File: src/rtl/noc_input_port.sv
// Wormhole router input stage: FWFT flit FIFO, XY route computation per packet,
// and hysteretic ON/OFF back-pressure toward the upstream router.
module noc_input_port #(
   parameter int FLIT_SIZE  = 8,
   parameter int OP_SIZE    = 3,
   parameter int DEPTH      = 8,
   parameter int X_ADDR     = 0,
   parameter int Y_ADDR     = 0,
   parameter int OFF_THRESH = 6,
   parameter int ON_THRESH  = 2
) (
   input  logic                      clk,
   input  logic                      rst_n,
   input  logic                      wr_en,
   input  logic [FLIT_SIZE-1:0]      flit_in,
   input  logic                      rd_en,
   output logic [FLIT_SIZE-1:0]      in_buf,
   output logic [OP_SIZE-1:0]        op_port,
   output logic                      ON_OFF_signal,
   output logic [$clog2(DEPTH):0]    count,
   output logic                      err
);

   localparam int AW = $clog2(DEPTH);
   localparam int CW = AW + 1;
   localparam logic [1:0] T_HEAD = 2'b01;
   localparam logic [1:0] T_TAIL = 2'b11;
   localparam logic [1:0] XA = X_ADDR[1:0];
   localparam logic [1:0] YA = Y_ADDR[1:0];
   localparam logic [OP_SIZE-1:0] OP_N    = OP_SIZE'(0);
   localparam logic [OP_SIZE-1:0] OP_E    = OP_SIZE'(1);
   localparam logic [OP_SIZE-1:0] OP_S    = OP_SIZE'(2);
   localparam logic [OP_SIZE-1:0] OP_W    = OP_SIZE'(3);
   localparam logic [OP_SIZE-1:0] OP_L    = OP_SIZE'(4);
   localparam logic [OP_SIZE-1:0] OP_NONE = '1;

   typedef enum logic {IDLE, ACTIVE} state_t;

   logic [FLIT_SIZE-1:0] mem_q [DEPTH];
   logic [AW-1:0]        wr_ptr_q, rd_ptr_q;
   logic [CW-1:0]        count_q, count_d;
   state_t               state_q;
   logic [OP_SIZE-1:0]   op_q;
   logic                 on_q, err_q;

   logic [FLIT_SIZE-1:0] front;
   logic [1:0]           ftype;
   logic                 not_empty, full, pop, wr_acc;

   function automatic logic [OP_SIZE-1:0] xy_route(input logic [FLIT_SIZE-1:0] f);
      logic [1:0] dx, dy;
      dx = f[5:4];
      dy = f[3:2];
      if (dx > XA)      return OP_E;
      else if (dx < XA) return OP_W;
      else if (dy > YA) return OP_N;
      else if (dy < YA) return OP_S;
      else              return OP_L;
   endfunction

   assign not_empty = (count_q != '0);
   assign full      = (count_q == CW'(DEPTH));
   assign front     = not_empty ? mem_q[rd_ptr_q] : '0;
   assign ftype     = front[7:6];

   // In IDLE anything that is not a head is flushed; in ACTIVE the allocator pops.
   always_comb begin
      pop = 1'b0;
      if (not_empty) begin
         if (state_q == IDLE) pop = (ftype != T_HEAD);
         else                 pop = rd_en;
      end
   end

   assign wr_acc  = wr_en && (!full || pop);
   assign count_d = count_q + CW'(wr_acc) - CW'(pop);

   always_ff @(posedge clk) begin
      if (wr_acc) mem_q[wr_ptr_q] <= flit_in;
   end

   always_ff @(posedge clk or negedge rst_n) begin
      if (!rst_n) begin
         wr_ptr_q <= '0;
         rd_ptr_q <= '0;
         count_q  <= '0;
         state_q  <= IDLE;
         op_q     <= OP_NONE;
         on_q     <= 1'b1;
         err_q    <= 1'b0;
      end else begin
         if (wr_acc) wr_ptr_q <= wr_ptr_q + AW'(1);
         if (pop)    rd_ptr_q <= rd_ptr_q + AW'(1);
         count_q <= count_d;
         if (wr_en && !wr_acc) err_q <= 1'b1;
         if (state_q == IDLE && not_empty && ftype[1]) err_q <= 1'b1;
         case (state_q)
            IDLE: begin
               if (not_empty && ftype == T_HEAD) begin
                  state_q <= ACTIVE;
                  op_q    <= xy_route(front);
               end
            end
            ACTIVE: begin
               if (pop && ftype == T_TAIL) begin
                  state_q <= IDLE;
                  op_q    <= OP_NONE;
               end
            end
            default: state_q <= IDLE;
         endcase
         // Hysteresis: between the thresholds the previous level is kept.
         if (count_d >= CW'(OFF_THRESH))     on_q <= 1'b0;
         else if (count_d <= CW'(ON_THRESH)) on_q <= 1'b1;
      end
   end

   assign in_buf        = front;
   assign op_port       = op_q;
   assign ON_OFF_signal = on_q;
   assign count         = count_q;
   assign err           = err_q;

endmodule

File: config.mk
export PLATFORM = sky130hd
export DESIGN_NAME = noc_input_port
export DESIGN_NICKNAME = d
export VERILOG_FILES = /design/src/rtl/noc_input_port.sv
export SDC_FILE = /design/constraint.sdc
export NUM_CORES = 1
export LEC_CHECK = 0
export ABC_CLOCK_PERIOD_IN_PS = 5750
export BUFFER_PORTS_ARGS = -buffer_cell sky130_fd_sc_hd__buf_2
export CORE_MARGIN = 4
export CORE_UTILIZATION = 50
export DETAILED_ROUTE_END_ITERATION = 10
export PLACE_DENSITY_LB_ADDON = 0.1
export SETUP_SLACK_MARGIN = 0.2
export SKIP_CTS_REPAIR_TIMING = 1
export SLEW_MARGIN = 20
export SYNTH_ARGS = -nofsm -noshare
export SYNTH_HDL_FRONTEND = slang
export SYNTH_SLANG_ARGS = --single-unit
File: constraint.sdc
create_clock -name clk -period 5.75 [get_ports clk]
set_input_delay 0.2875 -clock clk [delete_from_list [all_inputs] [get_ports clk]]
set_output_delay 0.2875 -clock clk [all_outputs]
set_load 0.1 [all_outputs]
==> results.py, run 1 <==
metrics = {
    "worst_setup_path": {
        "max_stage_delay_ps": 900,
        "worstPathArrival_ps": 4140,
        "critical-path-top-delay-family": "multiplexers",
        "path_depth": 10,
        "r2r-start": "rd_ptr_q[1]",
        "end_kind": "flip-flop",
        "cp_slowest_cell": "dfrtp_1",
        "ff2ff_path_depth": 10,
        "reg2reg_slack_ps": 1850,
        "path_cells": "mux4_2, mux2_2, or4_1, and2_1, mux2i_1, ha_1, fa_1, xor2_1, a21o_1, a221oi_1",
        "crit_fanout": 20,
        "critical_path_class": "flip-flop to flip-flop",
        "worstPathRequired_ps": 6000,
        "r2r-end": "ON_OFF_signal",
        "cp-start-kind": "flip-flop",
        "critPathBufInv": 0,
    },
    "timing": {
        "relSlewSlack_pct": 43.2,
        "skew_ps": 9.26,
        "worst_pin_slew_ps": 852,
        "min_period_over_period_pct": 67.8,
        "period_needed_ps": 3900,
        "setup_tns_ps": 0,
        "rsz0062_at_grt": "false",
        "max_freq_ghz": 0.256,
        "hold_viol_final": 0,
        "slew_viol_final": 0,
        "finalSetupViolCount": 0,
        "hold_ws_ps": 210,
    },
    "synth": {
        "ys_types": 42,
        "synth_common_cells": "edfxtp_1, mux4_2, dfrtp_1",
        "synth_compound_area_share_pct": 3.95,
        "yosysTopAreaCell": "edfxtp_1",
        "synth_fa_ha_area_share_pct": 3.18,
        "yosys.area_share.simple_pct": 6.54,
        "synth_edf_count": 64,
        "synth_nets": 216,
        "synth_top_family_by_area": "multiplexers",
        "netlist.area_leader.share_pct": 56.7,
        "yosysMostFrequentCell": "edfxtp_1",
        "avgSynthCellArea_sq_um": 17.3,
        "ys_warn_count": 0,
        "async_flop_share_pct": 20.0,
        "synthTopCellsByArea": "edfxtp_1, mux4_2, dfrtp_1",
        "synth_ff_type": "edfxtp_1",
        "synth_xor_area_share_pct": 1.55,
        "synth_cells": 196,
        "synth_area_sq_mm": 0.00339,
        "ys_seq_area_share_pct": 68.7,
        "synth-seq-cells": 80,
        "synth_mux_area_share_pct": 13.7,
    },
    "die": {
        "dieArea_sq_mm": 0.00815,
        "rows": 29,
        "die_h_um": 90.3,
        "start_util_pct": 52.4,
        "die_w_um": 90.3,
        "ioPinCount": 29,
        "core-area_sq_mm": 0.00646,
    },
    "clocking": {
        "clk_latency_ps": 350,
        "path_clk_slew_ps": 80,
        "cts_buffers": 9,
        "cts_buffer_depth": 2,
        "h-tree-depth": 3,
        "root_buffer": "clkbuf_8",
        "cts_tree": "built",
        "cts_sinks": 80,
    },
    "min_path": {
        "hp-start": "flit_in[1]",
        "holdPathEnd": "mem_q[3][1]",
        "hp-class": "input pin to flip-flop",
        "hold_depth": 1,
    },
    "global_routing": {
        "grt_antenna_before_repair": 0,
        "grt_pass1_vias": 1852,
        "grt_max_degree": 21,
        "grt_pass1_wl_um": 9890,
        "grt_use_total_pct": 16.3,
        "overflow": 0,
    },
    "routing": {
        "drc_errors": 0,
        "first_pass_iters": 4,
        "postRouteAntennaNets": 0,
        "avgRoutedWirePerCell_um": 19.6,
        "via_per_inst": 5.68,
        "routed_wl_um": 6120,
        "first_iter_violations": 155,
        "vias": 1777,
    },
    "place": {
        "placed_cell_area_sq_mm": 0.00360,
        "routabilityCongestion": 0.744,
        "portBuffers": 28,
        "dpl.hpwl_um": 4120,
    },
    "layout": {
        "final_cell_area_sq_mm": 0.00378,
        "regArea_sq_mm": 0.00233,
        "layout.nets": 252,
        "final_util_pct": 58.5,
        "multi_input_area_sq_um": 981,
        "fill_cells": 507,
        "syn_to_final_growth_pct": 11.6,
        "antenna_cells": 0,
        "layout-drive-gt1-share_pct": 28.8,
    },
    "run_status": {
        "outcome": "finished, final reports clean",
    },
    "flow_run": {
        "cap_viol_max_count": 0,
    },
}
[through the flow]
step           cells  setup slack, ps
3_5_place_dp     297             1860
4_1_cts          312             1840
3_3_place_gp     297             1960
2_1_floorplan    196             1640
6_report         313             1850
5_1_grt          313             1600
[cell type report]
cell class | count | share of cell area [%]
Timing Repair Buffer | 32 | 4.57
Clock inverter | 6 | 1.19
Clock buffer | 9 | 3.28
Multi-Input combinational cell | 100 | 25.9
Sequential cell | 80 | 61.6
Tap cell | 77 | 2.55
Inverter | 9 | 0.893
[logic make-up (layout without fill, tap and decap cells)]
family	count (synthesis)	count (layout)
DFF	80	80
buffers and inverters	16	56
adders and majority gates	8	8
xor gates and xnor gates	6	6
AOI/OAI and AO/OA	21	21
muxes	28	28
and+or+nand+nor	37	37
[metal layers]
metal | global-route usage [%] | part of all wire, % | vias up
met4 | 8.42 | 1.8 | 0
met5 | 0 | 0 | -
met1 | 23.1 | 45 | 898
met2 | 24.3 | 49 | 34
met3 | 3.00 | 4.0 | 9
li1 | - | - | 836
[registers in the layout, indices dropped and copies added (netlist names)]
name and cells:
err 1, wr_ptr_q 3, rd_ptr_q 3, mem_q 64, ON_OFF_signal 1, count 4
op_port 3, state_q 1
[how the worst max path moves through the flow]
stage,from,endpoint
final,rd_ptr_q[1],ON_OFF_signal
after floorplan,count[2],in_buf[6]
after global routing,rd_ptr_q[1],ON_OFF_signal
after detailed placement,rd_ptr_q[1],ON_OFF_signal
after global placement,rd_ptr_q[1],ON_OFF_signal
after CTS,rd_ptr_q[1],ON_OFF_signal
[placed cells by master, fill, tap and decap left out, drive strengths merged, types with 2 or more instances in the layout]
master    count
nor3          2
inv          11
mux4         14
nor2b         2
xor2          5
a21o          3
edfxtp       64
a21oi         9
nor4          2
nand2b        3
nand3         3
o21ai         2
dfrtp        12
mux2          5
clkbuf        9
clkinvlp      3
nor4bb        2
and4b         3
o221ai        2
buf          31
dfstp         4
mux2i         9
nor2         10
ha            7
nand2         3
Power of run 1 is not shown: default switching activity piles up to over one toggle a cycle in this logic, so the estimate is an artifact.
==> run 2: changes to the inputs <==
--- a/config.mk
+++ b/config.mk
@@ -5,7 +5,8 @@
 export SDC_FILE = /design/constraint.sdc
 export NUM_CORES = 1
 export LEC_CHECK = 0
-export ABC_CLOCK_PERIOD_IN_PS = 5750
+export ABC_AREA = 1
+export ABC_CLOCK_PERIOD_IN_PS = 4010
 export BUFFER_PORTS_ARGS = -buffer_cell sky130_fd_sc_hd__buf_2
 export CORE_MARGIN = 4
 export CORE_UTILIZATION = 50
==> constraint.sdc (replaced) <==
create_clock -name clk -period 4.01 [get_ports clk]
set_input_delay 0.2005 -clock clk [delete_from_list [all_inputs] [get_ports clk]]
set_output_delay 0.2005 -clock clk [all_outputs]
set_load 0.1 [all_outputs]
==> run 2 against run 1 <==
Net effect: fmax grew 17%; critical path depth grew 3; flip-flop and latch count is the same; final cell count grew 42%; global-route usage grew 1.3 points; register-to-register slack lost 1200 ps; sequential share of layout area shrank 3.1 points; utilization shrank 0.23 points; first-iteration DRC count shrank 15%; die area grew 3.6%; cell area grew 5.4%; clock-buffer cell count grew 2; highest routed layer unchanged.
==> results.py, run 2 <==
metrics = {
    "worst_setup_path": {
        "path_cells": "inv_2, nand3_1, nand3_2, nand3_4, nand3_4, nand2_4, or2_1, nand2_1, ha_1, fa_1, xnor2_1, nand2_1, a221oi_1",
        "critical_path_class": "flip-flop to flip-flop",
        "max_stage_delay_ps": 920,
        "end_kind": "flip-flop",
        "cp-start-kind": "flip-flop",
        "worstPathRequired_ps": 4250,
        "worstPathArrival_ps": 3590,
        "crit_fanout": 26,
        "cp_slowest_cell": "dfrtp_1",
    },
    "synth": {
        "synth_nets": 330,
        "ys_warn_count": 0,
        "synth_compound_area_share_pct": 7.57,
        "yosys.area_share.simple_pct": 17.0,
        "avgSynthCellArea_sq_um": 11.4,
        "synth_cells": 310,
        "ys_types": 36,
        "synth_area_sq_mm": 0.00352,
        "synth_edf_count": 64,
        "yosysTopAreaCell": "edfxtp_1",
        "synth_fa_ha_area_share_pct": 3.06,
        "synth-seq-cells": 80,
        "ys_seq_area_share_pct": 66.1,
        "synth_xor_area_share_pct": 1.24,
        "async_flop_share_pct": 20.0,
        "yosysMostFrequentCell": "edfxtp_1",
        "synth_common_cells": "edfxtp_1, nand2_1, nor2_1",
        "synth_ff_type": "edfxtp_1",
        "netlist.area_leader.share_pct": 54.6,
        "synth_mux_area_share_pct": 0,
        "synth_top_family_by_area": "simple AND/OR/NAND/NOR gates",
        "synthTopCellsByArea": "edfxtp_1, dfrtp_1, nand2_1",
    },
    "die": {
        "rows": 30,
        "die_w_um": 91.9,
        "ioPinCount": 29,
        "die_h_um": 91.9,
        "dieArea_sq_mm": 0.00845,
        "start_util_pct": 51.6,
        "core-area_sq_mm": 0.00683,
    },
    "routing": {
        "routed_wl_um": 6750,
        "avgRoutedWirePerCell_um": 15.2,
        "postRouteAntennaNets": 0,
        "drc_errors": 0,
        "first_pass_iters": 4,
        "vias": 2255,
        "via_per_inst": 5.07,
        "first_iter_violations": 132,
    },
    "timing": {
        "rsz0062_at_grt": "false",
        "max_freq_ghz": 0.299,
        "skew_ps": 10.6,
        "slew_viol_final": 0,
        "worst_pin_slew_ps": 872,
        "setup_tns_ps": 0,
        "period_needed_ps": 3350,
        "hold_viol_final": 0,
        "relSlewSlack_pct": 41.9,
        "min_period_over_period_pct": 83.4,
        "finalSetupViolCount": 0,
    },
    "clocking": {
        "cts_tree": "built",
        "cts_sinks": 80,
        "cts_buffers": 9,
        "h-tree-depth": 3,
        "clk_latency_ps": 340,
        "root_buffer": "clkbuf_8",
        "cts_buffer_depth": 2,
        "path_clk_slew_ps": 80,
    },
    "layout": {
        "antenna_cells": 0,
        "layout.nets": 365,
        "layout-drive-gt1-share_pct": 20.9,
        "final_common_cell": "edfxtp_1",
        "mostFrequentLayoutCells": "edfxtp_1, nand2_1, nor2_1",
        "largest_register_ffs": 64,
        "final_cell_area_sq_mm": 0.00398,
        "regMostFlops": "mem_q",
        "fin_cells": 445,
        "syn_to_final_growth_pct": 13.1,
        "final_util_pct": 58.3,
        "fill_cells": 572,
    },
    "global_routing": {
        "top_usage_layer": "met2",
        "use_met2_pct": 26.5,
        "grt_use_met3_pct": 3.53,
        "grt_antenna_before_repair": 0,
        "grt_pass1_vias": 2134,
        "grt_max_degree": 34,
        "gr-usage-met1_pct": 24.5,
        "grt_use_total_pct": 17.6,
        "grt_pass1_wl_um": 11100,
        "overflow": 0,
    },
    "place": {
        "dpl.hpwl_um": 4330,
        "portBuffers": 28,
        "dp.cells": 429,
        "placed_cell_area_sq_mm": 0.00377,
        "routabilityCongestion": 0.803,
    },
    "run_status": {
        "outcome": "finished, final reports clean",
    },
    "flow_run": {
        "cap_viol_max_count": 0,
    },
    "min_path": {
        "hp-class": "input pin to flip-flop",
    },
}
[run 2: final cells by class]
cell class	instances	area [sq um]	area share [%]
flip-flops and latches	80	2330	58.5
clock inverters	4	70.1	1.76
repair buffers	35	195	4.90
inverters	32	120	3.02
clock buffers	11	131	3.30
well taps	96	120	3.02
multi-input cells	187	1020	25.5
[run 2: cell families after synthesis]
| family | count (synthesis) |
|---|---|
| buffers and inverters | 43 |
| XOR/XNOR | 5 |
| AO/OA/AOI/OAI | 46 |
| AND/OR/NAND/NOR | 128 |
| flip-flops | 80 |
| adder cells (fa/ha/maj) | 8 |
[run 2: worst max-delay path: cells and delay by family, from the launching register on]
| kind | cells | cell delay, ps |
|---|---|---|
| AND/OR/NAND/NOR | 8 | 980 |
| AO/OA/AOI/OAI | 1 | 330 |
| adder cells (fa/ha/maj) | 2 | 580 |
| buffers and inverters | 1 | 230 |
| flip-flops | 1 | 920 |
| XOR/XNOR | 1 | 200 |
[run 2: worst paths after layout]
check                                 start  cells past startpoint  slack, ps       endpoint
worst max-delay path            rd_ptr_q[1]                     13        660  ON_OFF_signal
worst min-delay path             flit_in[2]                      1        120    mem_q[6][2]
worst max register to register  rd_ptr_q[1]                     13        660  ON_OFF_signal
worst min register to register          err                      2        470            err
max in group asynchronous             rst_n                      2       3400  ON_OFF_signal
min in group asynchronous             rst_n                      2        300        state_q
[run 2: per-stage QoR]
stage / setup slack [ps] / hold slack, ps
after floorplan: 286 / -95.1
after global placement: 869 / 132
after detailed placement: 681 / 138
after CTS: 645 / -244
after global routing: 436 / 130
final: 665 / 119
[run 2: routing by layer]
layer | vias up | share of wire [%]
met3 | 14 | 4.0
li1 | 1133 | -
met4 | 0 | 2.3
met1 | 1067 | 47
met5 | - | 0
met2 | 41 | 46
Power of run 2 is left out for the same reason.
